## config.mk

```make
export PLATFORM = sky130hd
export DESIGN_NAME = aes_key_expand_ctrl
export DESIGN_NICKNAME = d
export VERILOG_FILES = /design/src/rtl/aes_key_expand_ctrl.sv
export SDC_FILE = /design/constraint.sdc
export NUM_CORES = 1
export LEC_CHECK = 0
export ABC_AREA = 1
export CAP_MARGIN = 20
export CORE_MARGIN = 2
export CORE_UTILIZATION = 52
export CTS_CLUSTER_DIAMETER = 80
export DETAILED_ROUTE_END_ITERATION = 10
export PLACE_DENSITY_LB_ADDON = 0.05
export SLEW_MARGIN = 20
export SYNTH_ARGS = -nofsm -noshare
export SYNTH_HDL_FRONTEND = slang
export SYNTH_SLANG_ARGS = --single-unit
```

## constraint.sdc

```tcl
create_clock -name i_clk -period 3.6 [get_ports i_clk]
set_clock_uncertainty 0.15 [all_clocks]
set_input_delay 0.36 -clock i_clk [delete_from_list [all_inputs] [get_ports i_clk]]
set_output_delay 0.36 -clock i_clk [all_outputs]
set_load 0.005 [all_outputs]
```

## src/rtl/aes_key_expand_ctrl.sv

```systemverilog
// ----------------------------------------------------------------------------
// aes_key_expand_ctrl
//
// Iterative AES-128 key-schedule sequencer. It takes a 128-bit cipher key over
// a valid/ready handshake and streams the 11 round keys (round 0..10) to the
// round engine over a second valid/ready handshake. SubWord shares a single
// S-box lookup across its four bytes, one byte per cycle.
//
// Per round: EMIT (held until the consumer takes it) -> SUB x4 -> MIX -> EMIT.
//
// Ports:
//   i_clk        system clock
//   i_rst_n      synchronous active-low reset
//   i_key_valid  cipher key offered
//   o_key_ready  key accepted when high (IDLE only)
//   i_key        cipher key, w0 = i_key[127:96] .. w3 = i_key[31:0]
//   o_rk_valid   round key valid (EMIT only)
//   i_rk_ready   consumer accepts the round key
//   o_rk_data    current round key, same word order as i_key
//   o_rk_index   round number of o_rk_data, 0..10
//   o_rk_last    high with o_rk_valid on round 10
//   o_busy       high in any state other than IDLE
// ----------------------------------------------------------------------------
module aes_key_expand_ctrl #(
    parameter int NUM_ROUNDS = 10,
    parameter int KEY_WIDTH  = 128
) (
    input  logic                 i_clk,
    input  logic                 i_rst_n,
    input  logic                 i_key_valid,
    output logic                 o_key_ready,
    input  logic [KEY_WIDTH-1:0] i_key,
    output logic                 o_rk_valid,
    input  logic                 i_rk_ready,
    output logic [KEY_WIDTH-1:0] o_rk_data,
    output logic [3:0]           o_rk_index,
    output logic                 o_rk_last,
    output logic                 o_busy
);

    typedef enum logic [1:0] {
        S_IDLE = 2'd0,
        S_EMIT = 2'd1,
        S_SUB  = 2'd2,
        S_MIX  = 2'd3
    } state_t;

    // FIPS-197 forward S-box, entry 0x00 in the top byte.
    localparam logic [2047:0] SBOX_TBL = {
        128'h637c777bf26b6fc53001672bfed7ab76,
        128'hca82c97dfa5947f0add4a2af9ca472c0,
        128'hb7fd9326363ff7cc34a5e5f171d83115,
        128'h04c723c31896059a071280e2eb27b275,
        128'h09832c1a1b6e5aa0523bd6b329e32f84,
        128'h53d100ed20fcb15b6acbbe394a4c58cf,
        128'hd0efaafb434d338545f9027f503c9fa8,
        128'h51a3408f929d38f5bcb6da2110fff3d2,
        128'hcd0c13ec5f974417c4a77e3d645d1973,
        128'h60814fdc222a908846eeb814de5e0bdb,
        128'he0323a0a4906245cc2d3ac629195e479,
        128'he7c8376d8dd54ea96c56f4ea657aae08,
        128'hba78252e1ca6b4c6e8dd741f4bbd8b8a,
        128'h703eb5664803f60e613557b986c11d9e,
        128'he1f8981169d98e949b1e87e9ce5528df,
        128'h8ca1890dbfe6426841992d0fb054bb16
    };

    // rcon for the round being produced, i.e. rcon(rnd + 1).
    function automatic logic [7:0] rcon_next(input logic [3:0] rnd);
        logic [7:0] rc;
        case (rnd)
            4'd0:    rc = 8'h01;
            4'd1:    rc = 8'h02;
            4'd2:    rc = 8'h04;
            4'd3:    rc = 8'h08;
            4'd4:    rc = 8'h10;
            4'd5:    rc = 8'h20;
            4'd6:    rc = 8'h40;
            4'd7:    rc = 8'h80;
            4'd8:    rc = 8'h1b;
            4'd9:    rc = 8'h36;
            default: rc = 8'h00;
        endcase
        return rc;
    endfunction

    state_t               r_state;
    state_t               w_state_nxt;
    logic [KEY_WIDTH-1:0] r_cur_key;
    logic [3:0]           r_round;
    logic [1:0]           r_byte_cnt;
    logic [31:0]          r_temp;

    logic [31:0]          w_w0, w_w1, w_w2, w_w3;
    logic [31:0]          w_rot;
    logic [7:0]           w_sub_in;
    logic [7:0]           w_sbox_out;
    logic [31:0]          w_t;
    logic [31:0]          w_n0, w_n1, w_n2, w_n3;
    logic                 w_last;

    assign w_w0 = r_cur_key[127:96];
    assign w_w1 = r_cur_key[95:64];
    assign w_w2 = r_cur_key[63:32];
    assign w_w3 = r_cur_key[31:0];

    assign w_last = (r_round == NUM_ROUNDS[3:0]);

    // RotWord(w3); byte k sits at bit offset 8*(3-k), which is {~k, 3'b000}.
    assign w_rot      = {w_w3[23:0], w_w3[31:24]};
    assign w_sub_in   = w_rot[{~r_byte_cnt, 3'b000} +: 8];
    // Table entry b lives at bit offset 8*(255-b) = {~b, 3'b000}.
    assign w_sbox_out = SBOX_TBL[{~w_sub_in, 3'b000} +: 8];

    // Next round key from the completed SubWord result.
    assign w_t  = r_temp ^ {rcon_next(r_round), 24'h0};
    assign w_n0 = w_w0 ^ w_t;
    assign w_n1 = w_w1 ^ w_n0;
    assign w_n2 = w_w2 ^ w_n1;
    assign w_n3 = w_w3 ^ w_n2;

    // State register
    always_ff @(posedge i_clk) begin
        if (!i_rst_n) begin
            r_state <= S_IDLE;
        end else begin
            r_state <= w_state_nxt;
        end
    end

    // Next-state and outputs
    always_comb begin
        w_state_nxt = r_state;
        o_key_ready = 1'b0;
        o_rk_valid  = 1'b0;
        o_rk_last   = 1'b0;
        o_busy      = 1'b1;
        case (r_state)
            S_IDLE: begin
                o_key_ready = 1'b1;
                o_busy      = 1'b0;
                if (i_key_valid) w_state_nxt = S_EMIT;
            end
            S_EMIT: begin
                o_rk_valid = 1'b1;
                o_rk_last  = w_last;
                if (i_rk_ready) w_state_nxt = w_last ? S_IDLE : S_SUB;
            end
            S_SUB: begin
                if (r_byte_cnt == 2'd3) w_state_nxt = S_MIX;
            end
            S_MIX: begin
                w_state_nxt = S_EMIT;
            end
            default: begin
                w_state_nxt = S_IDLE;
            end
        endcase
    end

    // rk_data/rk_index come straight from the held key and round counter, so
    // they stay stable through backpressure and keep the last value in IDLE.
    assign o_rk_data  = r_cur_key;
    assign o_rk_index = r_round;

    // Datapath
    always_ff @(posedge i_clk) begin
        if (!i_rst_n) begin
            r_cur_key  <= '0;
            r_round    <= '0;
            r_byte_cnt <= '0;
            r_temp     <= '0;
        end else begin
            case (r_state)
                S_IDLE: begin
                    if (i_key_valid) begin
                        r_cur_key <= i_key;
                        r_round   <= '0;
                    end
                end
                S_EMIT: begin
                    if (i_rk_ready && !w_last) r_byte_cnt <= '0;
                end
                S_SUB: begin
                    r_temp[{~r_byte_cnt, 3'b000} +: 8] <= w_sbox_out;
                    r_byte_cnt                         <= r_byte_cnt + 2'd1;
                end
                S_MIX: begin
                    r_cur_key <= {w_n0, w_n1, w_n2, w_n3};
                    // Saturate rather than wrap.
                    if (!w_last) r_round <= r_round + 4'd1;
                end
                default: begin
                end
            endcase
        end
    end

endmodule

```

==> impl_metrics.csv <==
group,metric,value,unit
run_status,status,"complete, no violations",
floorplanning,io-pin-count,268,
grt,grt_pass1_wl,79700,um
floorplanning,dieWidth,155,um
floorplanning,die_y,155,um
finish,fin_cells,2299,
finish,fill_cells,1699,
clock_tree,clk_root_buffer_cell,"clkbuf_16",
routing,drtPass1Iterations,5,
timing,rsz0062_at_grt,"false",
finish,fin_nets,2159,
finish,final_cell_mix,"nand2_1 (456), nand3_1 (321), clkdlybuf4s50_1 (266), dfxtp_1 (176), a21oi_1 (148)",
floorplanning,initial_core_util,0.526,
synthesis,syn_area_per_cell,6.60,um2
min_path,hold_end,"o_rk_index[1]$_SDFFE_PN0N_",
setup_path,arrival,3.64,ns
routing,wl_met1,19200,um
routing,met3WireLength,5980,um
routing,via_count,14500,
synthesis,synth_fp_nets,1953,
timing,drv_slew,0,
synthesis,yosys_warnings,0,
synthesis,synth_mux_area_frac,0,
clock_tree,cts_hold_buf,0,
clock_tree,cts_buffers,17,
synthesis,synth_area,11800,um2
synthesis,synth_top_family_by_area,"simple AND/OR/NAND/NOR gates",
grt,grt_pass1_vias,14000,
grt,grt.overflow.total,0,
place,port_buffers,267,
setup_path,critPathLaunchType,"flip-flop",
min_path,worst_hold_path.num_cells,3,
synthesis,ys_seq_area_frac,0.298,
setup_path,reg2reg_setup_slack,0.15,ns
setup_path,r2r_end,"r_temp[21]$_SDFFE_PN0P_",
synthesis,netlist.area_leader.share,0.298,
place,dp_hpwl,36800,um
floorplanning,core-area,22500,um2
timing,period_minus_slack,3.45,ns
setup_path,cp_data_required_time,3.79,ns
synthesis,syn_inst,1795,
synthesis,synth-simple-area-share,0.350,
min_path,hold_path.class,"in2reg",
run,maxCapViolations,0,
routing,route.met2.wl,23800,um
timing,finalSetupTns,0,ns
timing,hold_viol_final,0,
clock_tree,max-clock-path-buffers,2,
clock_tree,cts_tree,"yes",
floorplanning,die_area,24000,um2
finish,diodes,0,
routing,initialDrtViolationCount,1935,
timing,timing.final.crit_share,0.959,
synthesis,synth_top_area_cell,"dfxtp_1",
synthesis,yosysUniqueCellTypes,42,
timing,slew_headroom,0.308,
setup_path,cp_max_fo,25,
timing,worst_pin_slew,1.04,ns
routing,drt-total-wl,52400,um
setup_path,crit_type,"reg2reg",
synthesis,synth-seq-cells,176,
synthesis,synth_fa_ha_area_frac,0.0275,
synthesis,synth_area_leaders,"dfxtp_1 (30%), nand2_1 (15%), nand3_1 (14%), a21oi_1 (6.3%), xor2_1 (5.3%)",
grt,track_usage,0.425,
routing,top_layer,"met4",
routing,via_per_inst,6.32,
place,placed_cells_incl_taps,2267,
setup_path,endpoint_kind,"flip-flop",
clock_tree,clock_latency,0.44,ns
routing,antenna_left,0,
place,place_congestion,1.06,
synthesis,synth_xor_area_frac,0.0969,
finish,area_delta_synth_final,29.3,%
timing,fmax,290,MHz
routing,drc,0,
min_path,holdCritStartpoint,"i_rst_n",
synthesis,synth_compound_area_frac,0.151,
clock_tree,clkTransAtPathRegs,0.09,ns
floorplanning,core.rowCount,55,
finish,layout_commonest_cell,"nand2_1",
clock_tree,htree_levels,4,
routing,wire_per_inst,22.8,um
setup_path,rr_worst_depth,18,
finish,drive_above_1_share,0.0645,
grt,grt_max_degree,94,
timing,setup_viol,0,
setup_path,timing.rr.start,"r_byte_cnt[0]$_SDFFE_PN0P_",
clock_tree,clock-sinks,176,
grt,grt_antenna_before_repair,1,
[cell families (layout without fill, tap and decap cells)]
kind of cell               count (synthesis)  in the layout
and+or+nand+nor                          935            935
buffers and inverters                    209            428
DFF                                      176            176
AOI/OAI and AO/OA                        318            318
adders and majority gates                 26             26
xor gates and xnor gates                 131            131
[per-stage QoR]
step | setup WS (ns) | hold slack (ns) | instance area [um2] | util
finish | 0.148 | 0.125 | 15300 | 0.680
detailed placement | 0.219 | 0.327 | 14700 | 0.652
global route | 0.0601 | 0.120 | 15300 | 0.680
CTS | 0.0836 | 0.117 | 15300 | 0.680
floorplan | 0.824 | 0.308 | 11800 | -
global placement | 0.247 | 0.321 | 14700 | 0.652
[registers in the layout, summed over array words and instances (netlist names), named ones only]
| signal | flops |
|---|---|
| o_rk_index | 4 |
| r_byte_cnt | 2 |
| r_state | 2 |
| r_temp | 32 |
| o_rk_data | 128 |
[per-layer routing]
layer	up-vias	global-route usage
met1	6719	0.513
met5	-	0
li1	6440	-
met3	230	0.111
met2	1135	0.683
met4	0	0.254
[worst max-delay path, cell delays in order (launching register included)]
cell and delay, ns:
dfxtp_1 0.37, buf_6 0.22, nand2_1 0.10, nand3_1 0.11
nand2_2 0.09, buf_4 0.18, ha_1 0.25, inv_1 0.06
nand2_1 0.31, buf_4 0.32, nand3_1 0.08, nand3_1 0.13
nand2_1 0.11, nand3_1 0.08, nand3_1 0.20, nand2_1 0.09
nor2_2 0.17, nand2_1 0.12, a21oi_1 0.22
[synthesized netlist by cell type, drive strengths merged]
library cell	count
nor4	1
inv	89
a211oi	16
xnor2	59
dfxtp	176
o221a	1
nor3b	1
a31oi	22
buf	63
or2	5
o31ai	2
nand2	476
xor2	72
nor3	5
nor2	96
nand3	331
nand4	16
o211ai	28
o21ai	95
nand3b	1
clkbuf	57
a21oi	150
and2	3
o22ai	2
ha	26
a32oi	2
[area by class of cell]
type                       count  area (um2)  share of cell area
clock inverter                15         201              0.0132
inverter                      89         340              0.0222
tap                          285         357              0.0233
sequential                   176        3520               0.230
clock buffer                  17         425              0.0278
timing repair buffer         307        3030               0.198
multi-input combinational   1410        7430               0.485
[repair_timing]
| action | in CTS | in global routing |
|---|---|---|
| endpoints found under the setup margin | 0 | 16 |
| gates resized for setup | 0 | 4 |
| buffers inserted | 0 | 0 |
[how the worst max path moves through the flow]
stage                          startpoint                 endpoint  cells after the start
2_1_floorplan  r_byte_cnt[0]$_SDFFE_PN0P_  r_temp[29]$_SDFFE_PN0P_                     19
3_3_place_gp   r_byte_cnt[1]$_SDFFE_PN0P_  r_temp[12]$_SDFFE_PN0P_                     17
3_5_place_dp   r_byte_cnt[1]$_SDFFE_PN0P_  r_temp[12]$_SDFFE_PN0P_                     17
4_1_cts        r_byte_cnt[0]$_SDFFE_PN0P_  r_temp[21]$_SDFFE_PN0P_                     18
5_1_grt        r_byte_cnt[0]$_SDFFE_PN0P_  r_temp[21]$_SDFFE_PN0P_                     18
6_report       r_byte_cnt[0]$_SDFFE_PN0P_  r_temp[21]$_SDFFE_PN0P_                     18
Power is left out: the tool's default activity adds up to more than one toggle a clock period on the data nets, which glitch-free logic cannot reach.
